===== src/rtl/data_dist_pkg.sv =====
// Shared definitions for the data distributor.
// Contents:
//   DefaultWidth / DefaultNOut  default data width and channel count
//   clog2                       select-width helper (minimum 1 bit)
//   slice_lo                    low bit of channel idx on the packed out_data bus
package data_dist_pkg;

  localparam int unsigned DefaultWidth = 8;
  localparam int unsigned DefaultNOut  = 4;

  // Ceiling log2, never below 1 so a select bus always has at least one bit.
  function automatic int unsigned clog2(input int unsigned n);
    int unsigned r;
    r = 0;
    while ((32'd1 << r) < n) begin
      r++;
    end
    return (r == 0) ? 1 : r;
  endfunction

  function automatic int unsigned slice_lo(input int unsigned idx, input int unsigned width);
    return idx * width;
  endfunction

endpackage


===== src/rtl/data_distributor_if.sv =====
// Bundle of the producer-side and consumer-side signals of the data distributor.
// Modports:
//   master  testbench / environment: drives the input beat, rr_mode and out_ready
//   slave   distributor: drives in_ready, out_data, out_valid, rr_ptr, sel_err
interface data_distributor_if
  import data_dist_pkg::*;
#(
  parameter int unsigned WIDTH = DefaultWidth,
  parameter int unsigned N_OUT = DefaultNOut
) ();

  localparam int unsigned SEL_W = clog2(N_OUT);

  logic [WIDTH-1:0]       in_data;
  logic [SEL_W-1:0]       in_sel;
  logic                   in_valid;
  logic                   in_ready;
  logic                   rr_mode;
  logic [N_OUT*WIDTH-1:0] out_data;
  logic [N_OUT-1:0]       out_valid;
  logic [N_OUT-1:0]       out_ready;
  logic [SEL_W-1:0]       rr_ptr;
  logic                   sel_err;

  modport master (
    output in_data, in_sel, in_valid, rr_mode, out_ready,
    input  in_ready, out_data, out_valid, rr_ptr, sel_err
  );

  modport slave (
    input  in_data, in_sel, in_valid, rr_mode, out_ready,
    output in_ready, out_data, out_valid, rr_ptr, sel_err
  );

endinterface


===== src/rtl/dist_slot.sv =====
// One-entry output register of a distributor channel.
// Ports:
//   clk, rst_n  clock, asynchronous active-low reset
//   load        write d this cycle (takes priority over drain)
//   d           data to load
//   ready       consumer takes the held beat this cycle
//   q           held data (kept after drain, don't-care while !valid)
//   valid       entry holds a beat
module dist_slot #(
  parameter int unsigned WIDTH = 8
) (
  input  logic             clk,
  input  logic             rst_n,
  input  logic             load,
  input  logic [WIDTH-1:0] d,
  input  logic             ready,
  output logic [WIDTH-1:0] q,
  output logic             valid
);

  logic [WIDTH-1:0] data_q;
  logic             valid_q;

  // Load wins over drain, so a same-cycle drain/refill keeps valid high with no bubble.
  always_ff @(posedge clk or negedge rst_n) begin
    if (!rst_n) begin
      data_q  <= '0;
      valid_q <= 1'b0;
    end else if (load) begin
      data_q  <= d;
      valid_q <= 1'b1;
    end else if (ready) begin
      valid_q <= 1'b0;
    end
  end

  assign q     = data_q;
  assign valid = valid_q;

endmodule


===== src/rtl/data_distributor.sv =====
// Registered 1-to-N data distributor.
// Routes one valid/ready input stream to one of N_OUT one-entry output channels, chosen by
// in_sel (directed) or by an internal round-robin pointer (rr_mode=1).
// Ports:
//   clk, rst_n  clock, asynchronous active-low reset
//   bus         data_distributor_if slave modport:
//                 in_data/in_sel/in_valid/in_ready  input stream and target select
//                 rr_mode                           1 = round-robin targeting
//                 out_data/out_valid/out_ready      per-channel output streams
//                 rr_ptr                            current round-robin target
//                 sel_err                           one-cycle pulse per discarded bad-select beat
module data_distributor
  import data_dist_pkg::*;
#(
  parameter int unsigned WIDTH = DefaultWidth,
  parameter int unsigned N_OUT = DefaultNOut
) (
  input  logic              clk,
  input  logic              rst_n,
  data_distributor_if.slave bus
);

  localparam int unsigned SEL_W = clog2(N_OUT);
  localparam int unsigned N_SEL = 1 << SEL_W;

  logic [SEL_W-1:0] target;
  logic             target_ok;
  logic [N_SEL-1:0] slot_free;
  logic             accept;
  logic [N_OUT-1:0] load;
  logic [N_OUT-1:0] slot_valid;
  logic [WIDTH-1:0] slot_q [N_OUT];

  logic [SEL_W-1:0] rr_ptr_q, rr_ptr_d;
  logic             sel_err_q, sel_err_d;

  assign target    = bus.rr_mode ? rr_ptr_q : bus.in_sel;
  assign target_ok = 32'(target) < N_OUT;

  // Codes past N_OUT-1 read as free, so a bad select is always accepted (and then dropped).
  always_comb begin
    slot_free = '1;
    for (int unsigned i = 0; i < N_OUT; i++) begin
      slot_free[i] = !slot_valid[i] || bus.out_ready[i];
    end
  end

  assign bus.in_ready = slot_free[target];
  assign accept       = bus.in_valid && bus.in_ready;

  always_comb begin
    load = '0;
    for (int unsigned i = 0; i < N_OUT; i++) begin
      load[i] = accept && target_ok && (32'(target) == i);
    end
  end

  // The pointer is always in range, so in rr_mode every accept lands on a real channel.
  always_comb begin
    rr_ptr_d = rr_ptr_q;
    if (accept && bus.rr_mode) begin
      rr_ptr_d = (rr_ptr_q == SEL_W'(N_OUT - 1)) ? '0 : rr_ptr_q + 1'b1;
    end
  end

  assign sel_err_d = accept && !target_ok;

  always_ff @(posedge clk or negedge rst_n) begin
    if (!rst_n) begin
      rr_ptr_q  <= '0;
      sel_err_q <= 1'b0;
    end else begin
      rr_ptr_q  <= rr_ptr_d;
      sel_err_q <= sel_err_d;
    end
  end

  for (genvar i = 0; i < N_OUT; i++) begin : g_slot
    dist_slot #(
      .WIDTH(WIDTH)
    ) u_slot (
      .clk   (clk),
      .rst_n (rst_n),
      .load  (load[i]),
      .d     (bus.in_data),
      .ready (bus.out_ready[i]),
      .q     (slot_q[i]),
      .valid (slot_valid[i])
    );

    assign bus.out_data[slice_lo(i, WIDTH) +: WIDTH] = slot_q[i];
  end

  assign bus.out_valid = slot_valid;
  assign bus.rr_ptr    = rr_ptr_q;
  assign bus.sel_err   = sel_err_q;

endmodule


===== src/flat_wrapper.sv =====
// flat-port wrapper written by rule: the top's interface ports become plain ports
module data_distributor_flat import data_dist_pkg::*;
#(
  parameter int unsigned WIDTH = DefaultWidth,
  parameter int unsigned N_OUT = DefaultNOut
)
  (clk, rst_n, bus_in_data, bus_in_sel, bus_in_valid, bus_rr_mode, bus_out_ready, bus_in_ready, bus_out_data, bus_out_valid, bus_rr_ptr, bus_sel_err);
  data_distributor_if #(.WIDTH(WIDTH), .N_OUT(N_OUT)) bus_i ();
  input  logic clk;
  input  logic rst_n;
  input wire logic [$bits(bus_i.in_data)-1:0] bus_in_data;
  input wire logic [$bits(bus_i.in_sel)-1:0] bus_in_sel;
  input wire logic [$bits(bus_i.in_valid)-1:0] bus_in_valid;
  input wire logic [$bits(bus_i.rr_mode)-1:0] bus_rr_mode;
  input wire logic [$bits(bus_i.out_ready)-1:0] bus_out_ready;
  output wire logic [$bits(bus_i.in_ready)-1:0] bus_in_ready;
  output wire logic [$bits(bus_i.out_data)-1:0] bus_out_data;
  output wire logic [$bits(bus_i.out_valid)-1:0] bus_out_valid;
  output wire logic [$bits(bus_i.rr_ptr)-1:0] bus_rr_ptr;
  output wire logic [$bits(bus_i.sel_err)-1:0] bus_sel_err;
  assign bus_i.in_data = bus_in_data;
  assign bus_i.in_sel = bus_in_sel;
  assign bus_i.in_valid = bus_in_valid;
  assign bus_i.rr_mode = bus_rr_mode;
  assign bus_i.out_ready = bus_out_ready;
  assign bus_in_ready = bus_i.in_ready;
  assign bus_out_data = bus_i.out_data;
  assign bus_out_valid = bus_i.out_valid;
  assign bus_rr_ptr = bus_i.rr_ptr;
  assign bus_sel_err = bus_i.sel_err;
  data_distributor #(.WIDTH(WIDTH), .N_OUT(N_OUT)) u_core (.clk(clk), .rst_n(rst_n), .bus(bus_i));
endmodule

===== config.mk =====
export PLATFORM = sky130hd
export DESIGN_NAME = data_distributor_flat
export DESIGN_NICKNAME = d
export VERILOG_FILES = /design/src/rtl/data_dist_pkg.sv /design/src/rtl/data_distributor_if.sv /design/src/rtl/dist_slot.sv /design/src/rtl/data_distributor.sv /design/src/flat_wrapper.sv
export SDC_FILE = /design/constraint.sdc
export NUM_CORES = 1
export LEC_CHECK = 0
export CORE_MARGIN = 8
export CORE_UTILIZATION = 45
export DETAILED_ROUTE_END_ITERATION = 10
export GPL_ROUTABILITY_DRIVEN = 1
export PLACE_DENSITY_LB_ADDON = 0.25
export SLEW_MARGIN = 10
export SYNTH_ARGS = -nofsm -noshare
export SYNTH_HDL_FRONTEND = slang
export SYNTH_SLANG_ARGS = --single-unit

===== constraint.sdc =====
create_clock -name clk -period 2.5 [get_ports clk]
set_input_delay 0.5 -clock clk [delete_from_list [all_inputs] [get_ports clk]]
set_output_delay 0.5 -clock clk [all_outputs]
set_load 0.005 [all_outputs]

==> impl_metrics.toml <==
[synthesis]
synthMuxAreaShare_pct = 28.3
synth_compound_area_share_pct = 6.35
synthXorXnorAreaFrac_pct = 0
synth_area_mm2 = 0.00177
syn-instance-count = 112
seq_area_frac_synth_pct = 53.6
avgSynthCellArea_um2 = 15.8
synth_cell_types = 29
syn_nets = 131
synth_top_family_by_area = "multiplexers"
synthAdderAreaFrac_pct = 0.705
ys_warn_count = 0
synth-simple-area-share_pct = 5.71
ys_ff_latch = 38

[drt]
wl_per_cell_um = 18.8
vias_per_cell = 5.05
drt_iter0_markers = 72
drt_wl_total_um = 4200
dr_total_vias = 1127
drt_pass1_iterations = 4
postRouteAntennaNets = 0
drc = 0

[floorplan]
start_util_pct = 45.7
ios = 58
dieArea_mm2 = 0.00621
die_width_um = 78.8
die_h_um = 78.8
coreArea_mm2 = 0.00388
rows = 23

[cells_and_area]
multi_input_area_um2 = 733
drive_gt1_share_pct = 30.6
regArea_um2 = 951
syn_to_final_growth_pct = 42.2
antenna-diode-count = 0
fillers = 309
nets = 192

[global_routing]
grt_overflow = 0
grt_max_degree = 39
antenna_found_initial = 0
grt_pass1_vias = 1314
grt_pass1_wl_um = 6780
grtUsageTotal_pct = 13.8

[placement]
dp_hpwl_um = 3180
gp_congestion = 0.755
numPortBuffers = 56

[timing]
finClkSkew_ns = 0.00717
slew_headroom_pct = 45.8
fin_setup_tns_ns = 0
period_share_pct = 98.2
min_period_ns = 2.45
rsz0062_at_grt = "false"
hold_violations = 0
slew_violations = 0
max_freq_mhz = 407
worstMarginPinSlew_ns = 0.813
worst_hold_slack_ns = 0.298
setup_viol = 0

[power_and_ir_drop]
powerDensity_mw_per_mm2 = 1200
ir_drop_mv = 0.434
leakage_nw = 1.14

[cts]
htreeDepth = 2
holdBufCountCts = 0
cts_root_buffer = "clkbuf_8"
cts_tree = "yes"
clock_latency_ns = 0.29
clk_pin_slew_ns = 0.08
numCtsBuffers = 5
cts_buffer_depth = 2
cts_sinks = 38

[setup_path]
path_cells = "clkdlybuf4s50_1 > or3_1 > a21oi_2 > a2111oi_4 > dlygate4sd2_1"
startpoint_type = "input port"
critPathMaxFanout = 4
end_kind = "output pin"
cp.required_ns = 2.00
cp_slowest_cell = "clkdlybuf4s50_1"
critPathMaxStageDelay_ns = 0.46
arrival_ns = 1.95
setup.worst_path.class = "in2out"

[run]
max-cap-violations = 0

[min_path]
hp-class = "in2async"

[run_status]
outcome = "complete, no violations"
-- timing repair --
action | CTS | global route
endpoints found under the setup margin | 1 | 0
resized for setup | 2 | 0
setup buffers | 0 | 0
-- per-stage QoR --
step                      power, mW  utilization [%]  cells  cell area (um^2)  setup slack, ns
after floorplan                1.72                -    112              1770            0.484
after global placement         2.48             62.1    216              2410           -0.241
after detailed placement       2.54             62.1    216              2410           -0.317
after CTS                      3.08             64.9    223              2520           0.0333
after global routing           3.20             64.9    223              2520          0.00228
final                          3.03             64.9    223              2520           0.0453
-- metal layers --
layer	track usage (%)	vias to the layer above	share of wire, %	wire, um
met5	0	-	0	0
met4	4.26	0	1.3	56
met3	4.97	9	6.4	269
met2	24.9	38	53	2220
met1	14.8	573	39	1650
li1	-	507	-	-
-- final timing paths --
check,cells past startpoint,end,slack [ns],start
max,5,bus_in_ready,0.05,bus_in_sel[1]
min,1,u_core.g_slot[2].u_slot.q[0],0.30,rst_n
max reg2reg,7,u_core.g_slot[2].u_slot.q[5],0.34,u_core.bus.rr_ptr[0]
min reg2reg,1,u_core.g_slot[1].u_slot.q[2],0.51,u_core.g_slot[1].u_slot.q[2]
max in group asynchronous,1,u_core.g_slot[1].u_slot.q[5],1.68,rst_n
min in group clk,1,u_core.g_slot[1].u_slot.q[2],0.51,u_core.g_slot[1].u_slot.q[2]
-- worst max-delay path: cells and delay by family --
| kind | cells | cell delay (ns) |
|---|---|---|
| compound gates | 2 | 0.28 |
| simple gates | 1 | 0.43 |
| buf+inv | 2 | 0.74 |
-- cells in the mapped netlist, drive strengths merged --
master   count  area (um^2)
conb         1         3.75
or3          1         6.26
a2111oi      1         27.5
a21o         1         7.51
nor2b        1         6.26
dfrtp       38          951
and2         2         12.5
or3b         1         8.76
a21oi        2         13.8
and3         2         12.5
nand2b       2         12.5
buf          9         82.6
inv          2         7.51
and3b        1         8.76
o32ai        1         8.76
nand3        1         5.00
or2          1         6.26
mux2        34          503
ha           1         12.5
nand3b       1         7.51
o211a        2         20.0
nor2         1         3.75
nand2        1         3.75
a21boi       2         15.0
nor3b        1         7.51
a21bo        2         20.0
-- where the power goes --
group	switching [mW]	total, mW	internal [mW]
Clock	0.206	0.525	0.319
Sequential	0.209	1.12	0.914
Combinational	0.382	1.39	1.00
Total	0.797	3.03	2.24
-- cell type report --
class / count / area share (%)
multi-input combinational: 63 / 29.1
sequential: 38 / 37.7
clock buffer: 6 / 3.27
timing repair buffer: 63 / 26.0
clock inverter: 1 / 1.19
tap: 50 / 2.48
inverter: 2 / 0.298
-- cells by family after synthesis --
logic type               count (synthesis)
buffers and inverters                   11
adder cells (fa/ha/maj)                  1
AND/OR/NAND/NOR                         16
AO/OA/AOI/OAI                           11
other                                    1
flip-flops                              38
multiplexers                            34
-- cell usage in the layout, fill, tap and decap left out, types with 2 or more instances in the layout --
cell type	netlist	routed
clkdlybuf4s50_1	0	53
dfrtp_1	38	38
mux2_4	32	32
clkbuf_8	0	6
buf_12	0	4
buf_4	5	3
inv_1	2	2
nand2b_1	2	2
o211a_1	2	2
a21boi_0	2	2
and2_1	2	2
and3_1	2	2
mux2_2	2	2
a21bo_2	2	2
dlygate4sd2_1	0	2
-- state kept, by name, indices dropped and copies added, names as in the netlist --
| signal | count |
|---|---|
| u_core.g_slot.u_slot.valid | 4 |
| u_core.g_slot.u_slot.q | 32 |
| u_core.bus.rr_ptr | 2 |
No activity file was read; power rests on OpenSTA's default activity.
